File: config.mk
export PLATFORM = sky130hd
export DESIGN_NAME = mioc_sched
export DESIGN_NICKNAME = d
export VERILOG_FILES = /design/src/rtl/mioc_pkg.sv /design/src/rtl/mioc_wait_cnt.sv /design/src/rtl/mioc_sched.sv
export SDC_FILE = /design/constraint.sdc
export NUM_CORES = 1
export LEC_CHECK = 0
export BUFFER_PORTS_ARGS = -buffer_cell sky130_fd_sc_hd__buf_4
export CAP_MARGIN = 40
export CORE_AREA = 8 8 127 129
export CTS_BUF_LIST = sky130_fd_sc_hd__clkbuf_4 sky130_fd_sc_hd__clkbuf_8 sky130_fd_sc_hd__clkbuf_16
export CTS_CLUSTER_DIAMETER = 150
export DETAILED_ROUTE_END_ITERATION = 10
export DIE_AREA = 0 0 135 137
export PLACE_DENSITY = 0.84
export SYNTH_ARGS = -nofsm -noshare
export SYNTH_HDL_FRONTEND = slang
export SYNTH_HIERARCHICAL = 1
export SYNTH_SLANG_ARGS = --single-unit
export TNS_END_PERCENT = 30
File: constraint.sdc
create_clock -name clk -period 3.2 [get_ports clk]
set_clock_uncertainty 0.1 [all_clocks]
set_input_delay 0.16 -clock clk [delete_from_list [all_inputs] [get_ports clk]]
set_output_delay 0.16 -clock clk [all_outputs]
set_load 0.05 [all_outputs]
File: src/rtl/mioc_pkg.sv
// Shared constants for the memory/IO access scheduler: FSM encoding and fixed IO values.
package mioc_pkg;
  localparam logic [1:0] ST_IDLE    = 2'd0;
  localparam logic [1:0] ST_MEM_RD  = 2'd1;
  localparam logic [1:0] ST_IO_WAIT = 2'd2;

  localparam logic [31:0] IO_BASE     = 32'hFFFF_F000;
  localparam logic [31:0] IO_ERR_DATA = 32'hDEAD_BEEF;
endpackage

File: src/rtl/mioc_wait_cnt.sv
// Loadable down-counter; times both the RAM read latency and the IO wait limit.
module mioc_wait_cnt
  import mioc_pkg::*;
#(
  parameter int W = 8
) (
  input  logic         clk,
  input  logic         rst,
  input  logic         load,
  input  logic [W-1:0] load_val,
  input  logic         dec,
  output logic         zero
);
  logic [W-1:0] cnt;

  always_ff @(posedge clk or negedge rst)
    if (!rst)                  cnt <= '0;
    else if (load)             cnt <= load_val;
    else if (dec && cnt != '0) cnt <= cnt - W'(1);

  assign zero = (cnt == '0);
endmodule

File: src/rtl/mioc_sched.sv
// Memory/IO scheduler: arbitrates data vs fetch onto the shared RAM and IO bus.
// Optional IO timeout (io_err port) is enabled by defining MIOC_TIMEOUT_EN.
module mioc_sched
  import mioc_pkg::*;
#(
  parameter int ADDR_W      = 10,
  parameter int MEM_LAT     = 1,
  parameter int STARVE_MAX  = 4,
  parameter int TIMEOUT_CYC = 255
) (
  input  logic              clk,
  input  logic              rst,
  input  logic              d_mr,
  input  logic              d_mw,
  input  logic              d_io_r,
  input  logic              d_io_w,
  input  logic [31:0]       d_addr,
  input  logic [31:0]       d_wdata,
  output logic [31:0]       d_rdata,
  output logic              d_stall,
  input  logic              i_req,
  input  logic [31:0]       i_addr,
  output logic [31:0]       i_rdata,
  output logic              i_stall,
  output logic              ram_en,
  output logic              ram_we,
  output logic [ADDR_W-1:0] ram_addr,
  output logic [31:0]       ram_wdata,
  input  logic [31:0]       ram_rdata,
  output logic              io_rd,
  output logic              io_wr,
  output logic [31:0]       io_addr,
  output logic [31:0]       io_wdata,
  input  logic [31:0]       io_rdata,
  input  logic              io_ack
`ifdef MIOC_TIMEOUT_EN
  , output logic            io_err
`endif
);
  localparam int CNT_MAX = (TIMEOUT_CYC > MEM_LAT) ? TIMEOUT_CYC : MEM_LAT;
  localparam int CNT_W   = $clog2(CNT_MAX + 1);
  localparam int SC_W    = $clog2(STARVE_MAX + 1);

  logic [1:0]       state, nxt;
  logic             owner_i, io_rd_q;
  logic [31:0]      io_addr_q, io_wdata_q;
  logic [SC_W-1:0]  starve_cnt;
  logic             grant_i, grant_d, d_done, i_done;
  logic             cnt_load, cnt_dec, cnt_zero;
  logic [CNT_W-1:0] cnt_val;
  logic             d_req, d_io;
  logic             unused_ok;

  assign d_req     = d_mr | d_mw | d_io_r | d_io_w;
  assign d_io      = d_io_r | d_io_w;
  assign unused_ok = ^{i_addr[31:ADDR_W+2], i_addr[1:0]};

  mioc_wait_cnt #(.W(CNT_W)) u_wait (
    .clk(clk), .rst(rst), .load(cnt_load), .load_val(cnt_val),
    .dec(cnt_dec), .zero(cnt_zero)
  );

  always_comb begin
    nxt = state;
    grant_i = 1'b0; grant_d = 1'b0; d_done = 1'b0; i_done = 1'b0;
    cnt_load = 1'b0; cnt_val = '0; cnt_dec = 1'b0;
    ram_en = 1'b0; ram_we = 1'b0; ram_addr = '0; ram_wdata = '0;
    io_rd = 1'b0; io_wr = 1'b0; io_addr = '0; io_wdata = '0;
    d_rdata = '0; i_rdata = '0;
`ifdef MIOC_TIMEOUT_EN
    io_err = 1'b0;
`endif
    case (state)
      ST_IDLE: begin
        if (i_req && (!d_req || starve_cnt == SC_W'(STARVE_MAX))) begin
          grant_i = 1'b1; ram_en = 1'b1; ram_addr = i_addr[ADDR_W+1:2];
          cnt_load = 1'b1; cnt_val = CNT_W'(MEM_LAT - 1); nxt = ST_MEM_RD;
        end else if (d_req) begin
          grant_d = 1'b1;
          if (d_io) begin
            // read wins when both IO strobes are set
            io_rd = d_io_r; io_wr = !d_io_r; io_addr = d_addr; io_wdata = d_wdata;
            if (io_ack) begin
              d_done = 1'b1; d_rdata = io_rdata;
            end else begin
              cnt_load = 1'b1; cnt_val = CNT_W'(TIMEOUT_CYC - 1); nxt = ST_IO_WAIT;
            end
          end else begin
            ram_en = 1'b1; ram_addr = d_addr[ADDR_W+1:2];
            if (d_mr) begin
              cnt_load = 1'b1; cnt_val = CNT_W'(MEM_LAT - 1); nxt = ST_MEM_RD;
            end else begin
              ram_we = 1'b1; ram_wdata = d_wdata; d_done = 1'b1;
            end
          end
        end
      end
      ST_MEM_RD: begin
        if (cnt_zero) begin
          nxt = ST_IDLE;
          if (owner_i) begin i_done = 1'b1; i_rdata = ram_rdata; end
          else         begin d_done = 1'b1; d_rdata = ram_rdata; end
        end else cnt_dec = 1'b1;
      end
      ST_IO_WAIT: begin
        io_rd = io_rd_q; io_wr = !io_rd_q; io_addr = io_addr_q; io_wdata = io_wdata_q;
        if (io_ack) begin
          d_done = 1'b1; d_rdata = io_rdata; nxt = ST_IDLE;
        end
`ifdef MIOC_TIMEOUT_EN
        else if (cnt_zero) begin
          io_rd = 1'b0; io_wr = 1'b0; io_err = 1'b1;
          d_rdata = IO_ERR_DATA; d_done = 1'b1; nxt = ST_IDLE;
        end else cnt_dec = 1'b1;
`endif
      end
      default: nxt = ST_IDLE;
    endcase
    d_stall = d_req & ~d_done;
    i_stall = i_req & ~i_done;
    // reset forces every output low at once, including a held IO strobe
    if (!rst) begin
      d_rdata = '0; d_stall = 1'b0; i_rdata = '0; i_stall = 1'b0;
      ram_en = 1'b0; ram_we = 1'b0; ram_addr = '0; ram_wdata = '0;
      io_rd = 1'b0; io_wr = 1'b0; io_addr = '0; io_wdata = '0;
`ifdef MIOC_TIMEOUT_EN
      io_err = 1'b0;
`endif
    end
  end

  always_ff @(posedge clk or negedge rst)
    if (!rst) begin
      state <= ST_IDLE; owner_i <= 1'b0; io_rd_q <= 1'b0;
      io_addr_q <= '0; io_wdata_q <= '0; starve_cnt <= '0;
    end else begin
      state <= nxt;
      if (grant_i)      owner_i <= 1'b1;
      else if (grant_d) owner_i <= 1'b0;
      if (grant_d && d_io) begin
        io_rd_q <= d_io_r; io_addr_q <= d_addr; io_wdata_q <= d_wdata;
      end
      if (!i_req || grant_i) starve_cnt <= '0;
      else if (grant_d)      starve_cnt <= starve_cnt + SC_W'(1);
    end
endmodule
==> results of run 1 <==
[final cells by class]
class,instances,area (um^2),share of cell area
sequential,79,1980,0.223
multi-input combinational,382,3040,0.343
inverter,8,30.0,0.00339
clock buffer,9,225,0.0254
timing repair buffer,407,3250,0.367
tap,184,230,0.0260
clock inverter,7,103,0.0116
[report_power, final]
part	internal, uW	switching [uW]	total (uW)
clock	694	430	1120
sequential	1490	316	1800
combinational	1420	2030	3450
[flip-flops by register name, indices dropped and copies added (netlist names)]
register	count
starve_cnt	3
io_wdata_q	32
owner_i	1
io_rd_q	1
state	2
u_wait/cnt	8
io_addr_q	32
[worst max path at each step]
stage / from / to / slack, ns / cells past startpoint
after global placement: u_wait/cnt[0] / d_rdata[24] / 0.30 / 9
after detailed placement: u_wait/cnt[0] / u_wait/cnt[5] / 0.31 / 9
after global routing: u_wait/cnt[0] / u_wait/cnt[5] / 0.07 / 9
after CTS: u_wait/cnt[0] / d_rdata[7] / 0.02 / 9
final: u_wait/cnt[0] / d_rdata[24] / 0.21 / 9
after floorplan: u_wait/cnt[0] / d_rdata[10] / 0.15 / 10
[cell usage after synthesis (3+ instances only)]
cell type,instances
a22oi_1,3
nor2_1,11
nand2_1,12
or4_1,3
nor2b_1,7
buf_2,15
nor3b_1,3
nand2b_1,3
and2_1,66
a22o_1,73
inv_1,8
clkbuf_1,34
and3b_1,3
o21ai_0,5
dfrtp_1,79
ha_1,4
a21oi_1,11
o2bb2ai_1,33
nand3_1,36
mux2_2,64
nand3b_1,3
[timing repair]
item,CTS,global route
hold endpoints to repair,85,0
gates resized for setup,1,3
cloned,0,0
endpoints found under the setup margin,38,64
hold buffers,64,0
buffers inserted,0,0
[cells by family (layout without fill, tap and decap cells)]
family,Yosys count,in the layout,share of synthesized area
buffers and inverters,61,431,0.0489
multiplexers,64,64,0.137
flip-flops,79,79,0.377
AO/OA/AOI/OAI,143,143,0.231
AND/OR/NAND/NOR,170,170,0.196
other,1,1,0.000714
adder cells (fa/ha/maj),4,4,0.00953
[metal layers]
metal / vias up / routed length (um)
met4: 0 / 459
met1: 2828 / 7970
met2: 306 / 11100
met5: - / 0
met3: 36 / 2190
li1: 2683 / -
[stage by stage]
| step | total power [uW] | cell area, um^2 |
|---|---|---|
| 6_report | 6380 | 8860 |
| 5_1_grt | 6710 | 8860 |
| 4_1_cts | 6350 | 8850 |
| 3_5_place_dp | 5150 | 7880 |
| 3_3_place_gp | 5060 | 7880 |
| 2_1_floorplan | 4120 | 5250 |
==> results.yml, run 1 <==
route:
  wl_um: 21700
  ant_nets: 0
  drt_iter0_markers: 314
  vias_per_cell: 5.44
  drc: 0
  wl_per_cell_um: 20.2
  vias: 5853
  dr.pass1.iters: 7
power:
  leakagePower_uw: 0.00423
  ir_drop_uv: 288
  powerDensity_nw_per_um2: 719
timing:
  min_period_ns: 2.99
  tns_ns: 0
  worst_slew_pin_slew_ns: 0.728
  post-route-period-util: 0.935
  clock.fmax_mhz: 334
  setup_viol: 0
  whs_ns: 0.0141
  rsz0062_at_grt: "no"
  hold_viol: 0
  slew_headroom: 0.515
  slew_violations: 0
  setup_ws_ns: 0.209
status:
  status: "complete, no violations"
job:
  maxCapViolations: 0
critical_path:
  crit_required_ns: 2.94
  crit_path_start_kind: "flop"
  crit_slowest_cell: "or3b_4"
  path_buf_inv: 3
  critPathArrivalTime_ns: 2.73
  crit_path_end_kind: "primary output"
  path_cells: "inv_1 > ha_1 > or3b_4 > nor2_4 > nor4bb_2 > and2_1 > buf_12 > o2bb2ai_1 > buf_4"
  crit_type: "reg2out"
  crit_path_max_fanout: 32
  r2r_start: "u_wait/cnt[0]"
  r2r-end: "u_wait/cnt[5]"
  rr_worst_depth: 9
  rrSetupSlack_ns: 0.22
  max_stage_delay_ns: 0.44
  crit_family: "simple AND/OR/NAND/NOR gates"
cells_and_area:
  nets: 1059
  diodes: 0
  area_growth_syn_to_layout_pct: 68.8
  fin_util: 0.624
  final_cells: 1076
  n_fill_cell: 1135
  drive_above_1_share: 0.496
  layout_common_cells: "340 x buf_4, 79 x dfrtp_1, 73 x a22o_1"
  layout_commonest_cell: "buf_4"
min_path:
  hold_start: "d_wdata[1]"
  hold_depth: 2
  whs_endpoint: "io_wdata_q[1]"
  hp-class: "in2reg"
cts:
  h-tree-depth: 3
  cts_root_buf: "clkbuf_16"
  ctsLongestPathBuffers: 2
  numClockSinks: 79
  path_clk_slew_ns: 0.06
  clock_latency_ns: 0.33
  cts_buffers: 9
  tritoncts: "yes"
global_routing:
  met3_usage: 0.0778
  grt_pass1_vias: 6059
  grt.total_usage: 0.223
  grt_max_degree: 65
  use_met1: 0.241
  overflow: 0
  antenna_found_initial: 0
  gr-max-usage-layer: "met2"
  grt_pass1_wl_um: 32800
  met2_usage: 0.400
synth:
  yosys_register_bits: 79
  synth-edff-count: 0
  yosys.area.top_type_share: 0.377
  netlist_instances: 522
  syn_avg_cell_area_um2: 10.1
  seq_area_frac_synth: 0.377
  synth_area_leaders: "dfrtp_1 38%, mux2_2 14%, a22o_1 12%"
  synthArstFlopShare: 1.00
  syn_area_um2: 5250
  syn_nets: 694
  ys_warn_count: 6
  synth_top_area_cell: "dfrtp_1"
  synth_cell_types: 54
  synth-main-ff-cell: "dfrtp_1"
place:
  dp.cells: 996
  place.port_buffers: 321
  post-place-ws_ns: 0.306
  globalplace.congestion: 0.857
  post-dp-hpwl_um: 15300
floorplan:
  die_w_um: 135
  ioPinCount: 344
  core-area_um2: 14200
  die-height_um: 137
  fp-row-count: 44
  start_util: 0.370
  fp.dieArea_um2: 18500
Note: power is estimated with default switching activity, not from simulation.
==> inputs of run 2 (changes only) <==
Settings changed: SETUP_SLACK_MARGIN from default to 0.4.
==> results.yml, run 2 (synthesis results as in run 1) <==
cells_and_area:
  nets: 1078
  diodes: 0
  layout_commonest_cell: "buf_4"
  n_fill_cell: 966
  final_cells: 1095
  layout_common_cells: "288 x buf_4, 79 x dfrtp_1, 73 x a22o_1"
  drive_above_1_share: 0.581
  area_growth_syn_to_layout_pct: 90.0
  reg.largest.list: "io_addr_q x32, io_wdata_q x32, u_wait/cnt x8"
  stdcell_area_um2: 9980
critical_path:
  critPathArrivalTime_ns: 2.56
  crit_path_max_fanout: 8
  crit_path_end_kind: "primary output"
  crit_path_start_kind: "flop"
  crit_required_ns: 2.94
  crit_type: "reg2out"
global_routing:
  grt_pass1_vias: 6216
  gr-max-usage-layer: "met2"
  overflow: 0
  grt.total_usage: 0.236
  use_met1: 0.258
  met3_usage: 0.0907
  grt_max_degree: 64
  antenna_found_initial: 0
  grt_pass1_wl_um: 34700
  met2_usage: 0.410
power:
  ir_drop_uv: 304
  pwr-share-seq: 0.269
  combPwrFrac: 0.553
  p_clk_frac: 0.178
  powerDensity_nw_per_um2: 675
  p_int_uw: 3850
  switching_power_uw: 2890
  leakagePower_uw: 0.00462
  swShare: 0.428
cts:
  path_clk_slew_ns: 0.06
  cts_buffers: 9
  cts_root_buf: "clkbuf_16"
  numClockSinks: 79
  h-tree-depth: 3
  tritoncts: "yes"
  ctsLongestPathBuffers: 2
  clock_latency_ns: 0.33
route:
  dr.pass1.iters: 7
  vias: 6087
  drc: 0
  vias_per_cell: 5.56
  drt_iter0_markers: 341
  ant_nets: 0
  wl_per_cell_um: 22.1
  wl_um: 24200
place:
  dpl-instance-area_um2: 8120
  globalplace.congestion: 0.819
  place.port_buffers: 321
  dp.cells: 990
  post-dp-hpwl_um: 15100
timing:
  rsz0062_at_grt: "yes"
  slew_violations: 0
  clock.fmax_mhz: 355
  min_period_ns: 2.82
  setup_viol: 0
  hold_viol: 0
  whs_ns: 0.0162
  tns_ns: 0
  post-route-period-util: 0.881
  worst_slew_pin_slew_ns: 0.791
  slew_headroom: 0.471
min_path:
  hp-class: "in2reg"
status:
  status: "complete, no violations"
floorplan:
  ioPinCount: 344
  fp-row-count: 44
  die_w_um: 135
  fp.dieArea_um2: 18500
  start_util: 0.370
  core-area_um2: 14200
  die-height_um: 137
job:
  maxCapViolations: 0
run 2: changes by cell type in the layout (fill, tap and decap cells not counted), moves of 26 or more:
cell       previous run  this run
and2_1               66        33
and2_4                0        33
buf_4               340       288
buf_6                 0        26
buf_8                 0        33
o2bb2ai_1            33         3
run 2: power groups by stage:
| stage | sequential (uW) | clock [uW] | combinational, uW |
|---|---|---|---|
| after floorplan | 1700 | 0 | 2470 |
| after global placement | 1760 | 0 | 3330 |
| after detailed placement | 1800 | 0 | 3370 |
| after CTS | 1780 | 1230 | 3550 |
| after global routing | 1880 | 1270 | 3910 |
| final | 1810 | 1200 | 3730 |
run 2: worst paths after layout:
check / startpoint / to / slack (ns) / cells past startpoint
worst min-delay path: d_wdata[25] / io_wdata_q[25] / 0.02 / 2
worst max-delay path: u_wait/cnt[1] / i_rdata[31] / 0.38 / 11
min in group asynchronous: rst / owner_i / 0.15 / 2
worst max register to register: u_wait/cnt[1] / u_wait/cnt[3] / 0.49 / 9
worst min register to register: io_wdata_q[21] / io_wdata_q[21] / 0.41 / 1
max in group asynchronous: rst / u_wait/cnt[2] / 2.05 / 3
run 2: critical path, stage by stage, from the launching register on:
cell       delay [ns]
dfrtp_1          0.39
inv_2            0.10
ha_4             0.13
or3b_4           0.40
nor2_4           0.14
buf_6            0.11
and3b_2          0.18
and3_4           0.21
buf_6            0.12
clkbuf_16        0.15
and2_4           0.15
buf_8            0.14
run 2: layout make-up:
type,count,area [um^2],share of cell area
inverter,8,30.0,0.00301
multi-input combinational,382,3450,0.346
tap,184,230,0.0231
sequential,79,1980,0.198
clock inverter,6,116,0.0117
timing repair buffer,426,3930,0.394
clock buffer,10,239,0.0240
run 2: stage by stage:
stage	setup WS, ns	power, uW	util
2_1_floorplan	0.312	4160	-
3_5_place_dp	0.417	5160	0.571
5_1_grt	0.308	7060	0.702
4_1_cts	0.365	6560	0.670
3_3_place_gp	0.393	5090	0.571
6_report	0.380	6740	0.702
run 2: per-layer routing:
layer  up-vias  wire length (um)
met4         0               636
met1      2979              8870
met2       339             12200
met3        43              2510
li1       2726                 -
met5         -                 0
run 2: what timing repair did:
item	in CTS	in global routing
gates resized for setup	73	75
endpoints found under the hold margin	101	0
pin swaps	2	21
endpoints found under the setup margin	66	170
hold buffers	64	0
cloned	3	4
buffers inserted	7	11
==> inputs of run 3 (changes only) <==
Settings changed: CORE_AREA 8 8 127 129 to 8 8 126 128, DIE_AREA 0 0 135 137 to 0 0 134 136, PLACE_DENSITY 0.84 to 0.86.
Clock period 3.2 ns to 3.3 ns, I/O delays scaled along.
==> results.yml, run 3 (synthesis results as in run 1) <==
floorplan:
  die-height_um: 136
  die_w_um: 134
  ioPinCount: 344
  fp-row-count: 44
  fp.dieArea_um2: 18200
  start_util: 0.374
  core-area_um2: 14000
timing:
  rsz0062_at_grt: "yes"
  clock.fmax_mhz: 355
  whs_ns: 0.0139
  setup_viol: 0
  tns_ns: 0
  post-route-period-util: 0.853
  min_period_ns: 2.82
  slew_headroom: 0.518
  worst_slew_pin_slew_ns: 0.723
  hold_viol: 0
  slew_violations: 0
cells_and_area:
  n_fill_cell: 1058
  final_cells: 1078
  drive_above_1_share: 0.502
  reg.largest.list: "io_addr_q x32, io_wdata_q x32, u_wait/cnt x8"
  multi_input_area_um2: 3060
  nets: 1061
  area.sequential_um2: 1980
  layout_commonest_cell: "buf_4"
  area_growth_syn_to_layout_pct: 69.2
  layout_common_cells: "341 x buf_4, 79 x dfrtp_1, 73 x a22o_1"
  stdcell_area_um2: 8880
  diodes: 0
job:
  maxCapViolations: 0
route:
  vias_per_cell: 5.49
  ant_nets: 0
  drt_iter0_markers: 297
  dr.pass1.iters: 5
  drc: 0
  wl_um: 21800
  wl_per_cell_um: 20.2
  vias: 5922
global_routing:
  grt_pass1_wl_um: 32900
  met2_usage: 0.391
  met3_usage: 0.0798
  use_met1: 0.250
  grt_pass1_vias: 6117
  grt_max_degree: 58
  grt.total_usage: 0.223
  overflow: 0
  gr-max-usage-layer: "met2"
  antenna_found_initial: 0
cts:
  tritoncts: "yes"
  clock_latency_ns: 0.33
  numClockSinks: 79
  ctsLongestPathBuffers: 2
  path_clk_slew_ns: 0.06
  cts_root_buf: "clkbuf_16"
  cts_buffers: 9
  h-tree-depth: 3
status:
  status: "complete, no violations"
power:
  leakagePower_uw: 0.00423
  powerDensity_nw_per_um2: 696
  p_total_uw: 6190
  ir_drop_uv: 316
critical_path:
  crit_path_start_kind: "flop"
  critPathArrivalTime_ns: 2.55
  crit_required_ns: 3.03
  crit_path_max_fanout: 44
  crit_path_end_kind: "primary output"
  crit_type: "reg2out"
place:
  dpl-instance-area_um2: 7810
  place.port_buffers: 321
  globalplace.congestion: 0.780
  post-dp-hpwl_um: 15100
  dp.cells: 990
min_path:
  hp-class: "in2reg"
[run 3: cell types whose count changed in the layout (fill, tap and decap cells not counted), sizes merged]
| cell | before | now |
|---|---|---|
| clkinv | 2 | 0 |
| buf | 356 | 345 |
| bufinv | 3 | 1 |
| bufbuf | 1 | 0 |
| dlymetal6s2s | 1 | 0 |
| inv | 9 | 12 |
| clkinvlp | 0 | 2 |
| clkbuf | 14 | 9 |
[run 3: worst max-delay path, stage by stage (launching register included)]
cell	delay (ns)
dfrtp_1	0.38
inv_1	0.07
ha_1	0.27
a311oi_4	0.34
buf_4	0.18
and3_2	0.20
buf_6	0.32
a22o_1	0.23
buf_4	0.21
[run 3: through the flow]
step | utilization | worst slack, ns
after floorplan | - | 0.245
after global placement | 0.556 | 0.361
after detailed placement | 0.556 | 0.348
after CTS | 0.630 | 0.357
after global routing | 0.633 | 0.393
final | 0.633 | 0.484
[run 3: layout make-up]
cell class,count,area share
Multi-Input combinational cell,382,0.345
Inverter,8,0.00338
Timing Repair Buffer,409,0.368
Clock buffer,9,0.0254
Tap cell,184,0.0259
Sequential cell,79,0.223
Clock inverter,7,0.00958
[run 3: final timing paths]
check                                     from             end  slack [ns]  cells past startpoint
worst max register to register   u_wait/cnt[1]   u_wait/cnt[3]        0.59                      9
worst min register to register  io_wdata_q[13]  io_wdata_q[13]        0.40                      1
worst max-delay path             starve_cnt[0]     io_wdata[7]        0.48                      8
max in group asynchronous                  rst  io_wdata_q[28]        1.77                      3
min in group asynchronous                  rst   u_wait/cnt[7]        0.27                      2
worst min-delay path                 d_addr[6]    io_addr_q[6]        0.01                      2
[run 3: report_power, final]
part           internal (uW)  switching (uW)  leakage, uW  total (uW)
combinational           1400            2000      0.00314        3400
clock                    602             433     0.000146        1030
sequential              1440             314     0.000938        1760
total                   3440            2750      0.00423        6190
[run 3: timing repair]
item	in CTS	in global routing
pin swaps	2	3
setup endpoints to repair	68	129
endpoints found under the hold margin	85	0
resized for setup	7	7
gates cloned	1	0
buffers inserted	3	4
hold buffers	64	0
[run 3: per-layer routing]
layer / share of wire / vias up
met2: 0.50 / 310
li1: - / 2699
met5: 0 / -
met1: 0.38 / 2885
met4: 0.020 / 0
met3: 0.096 / 28
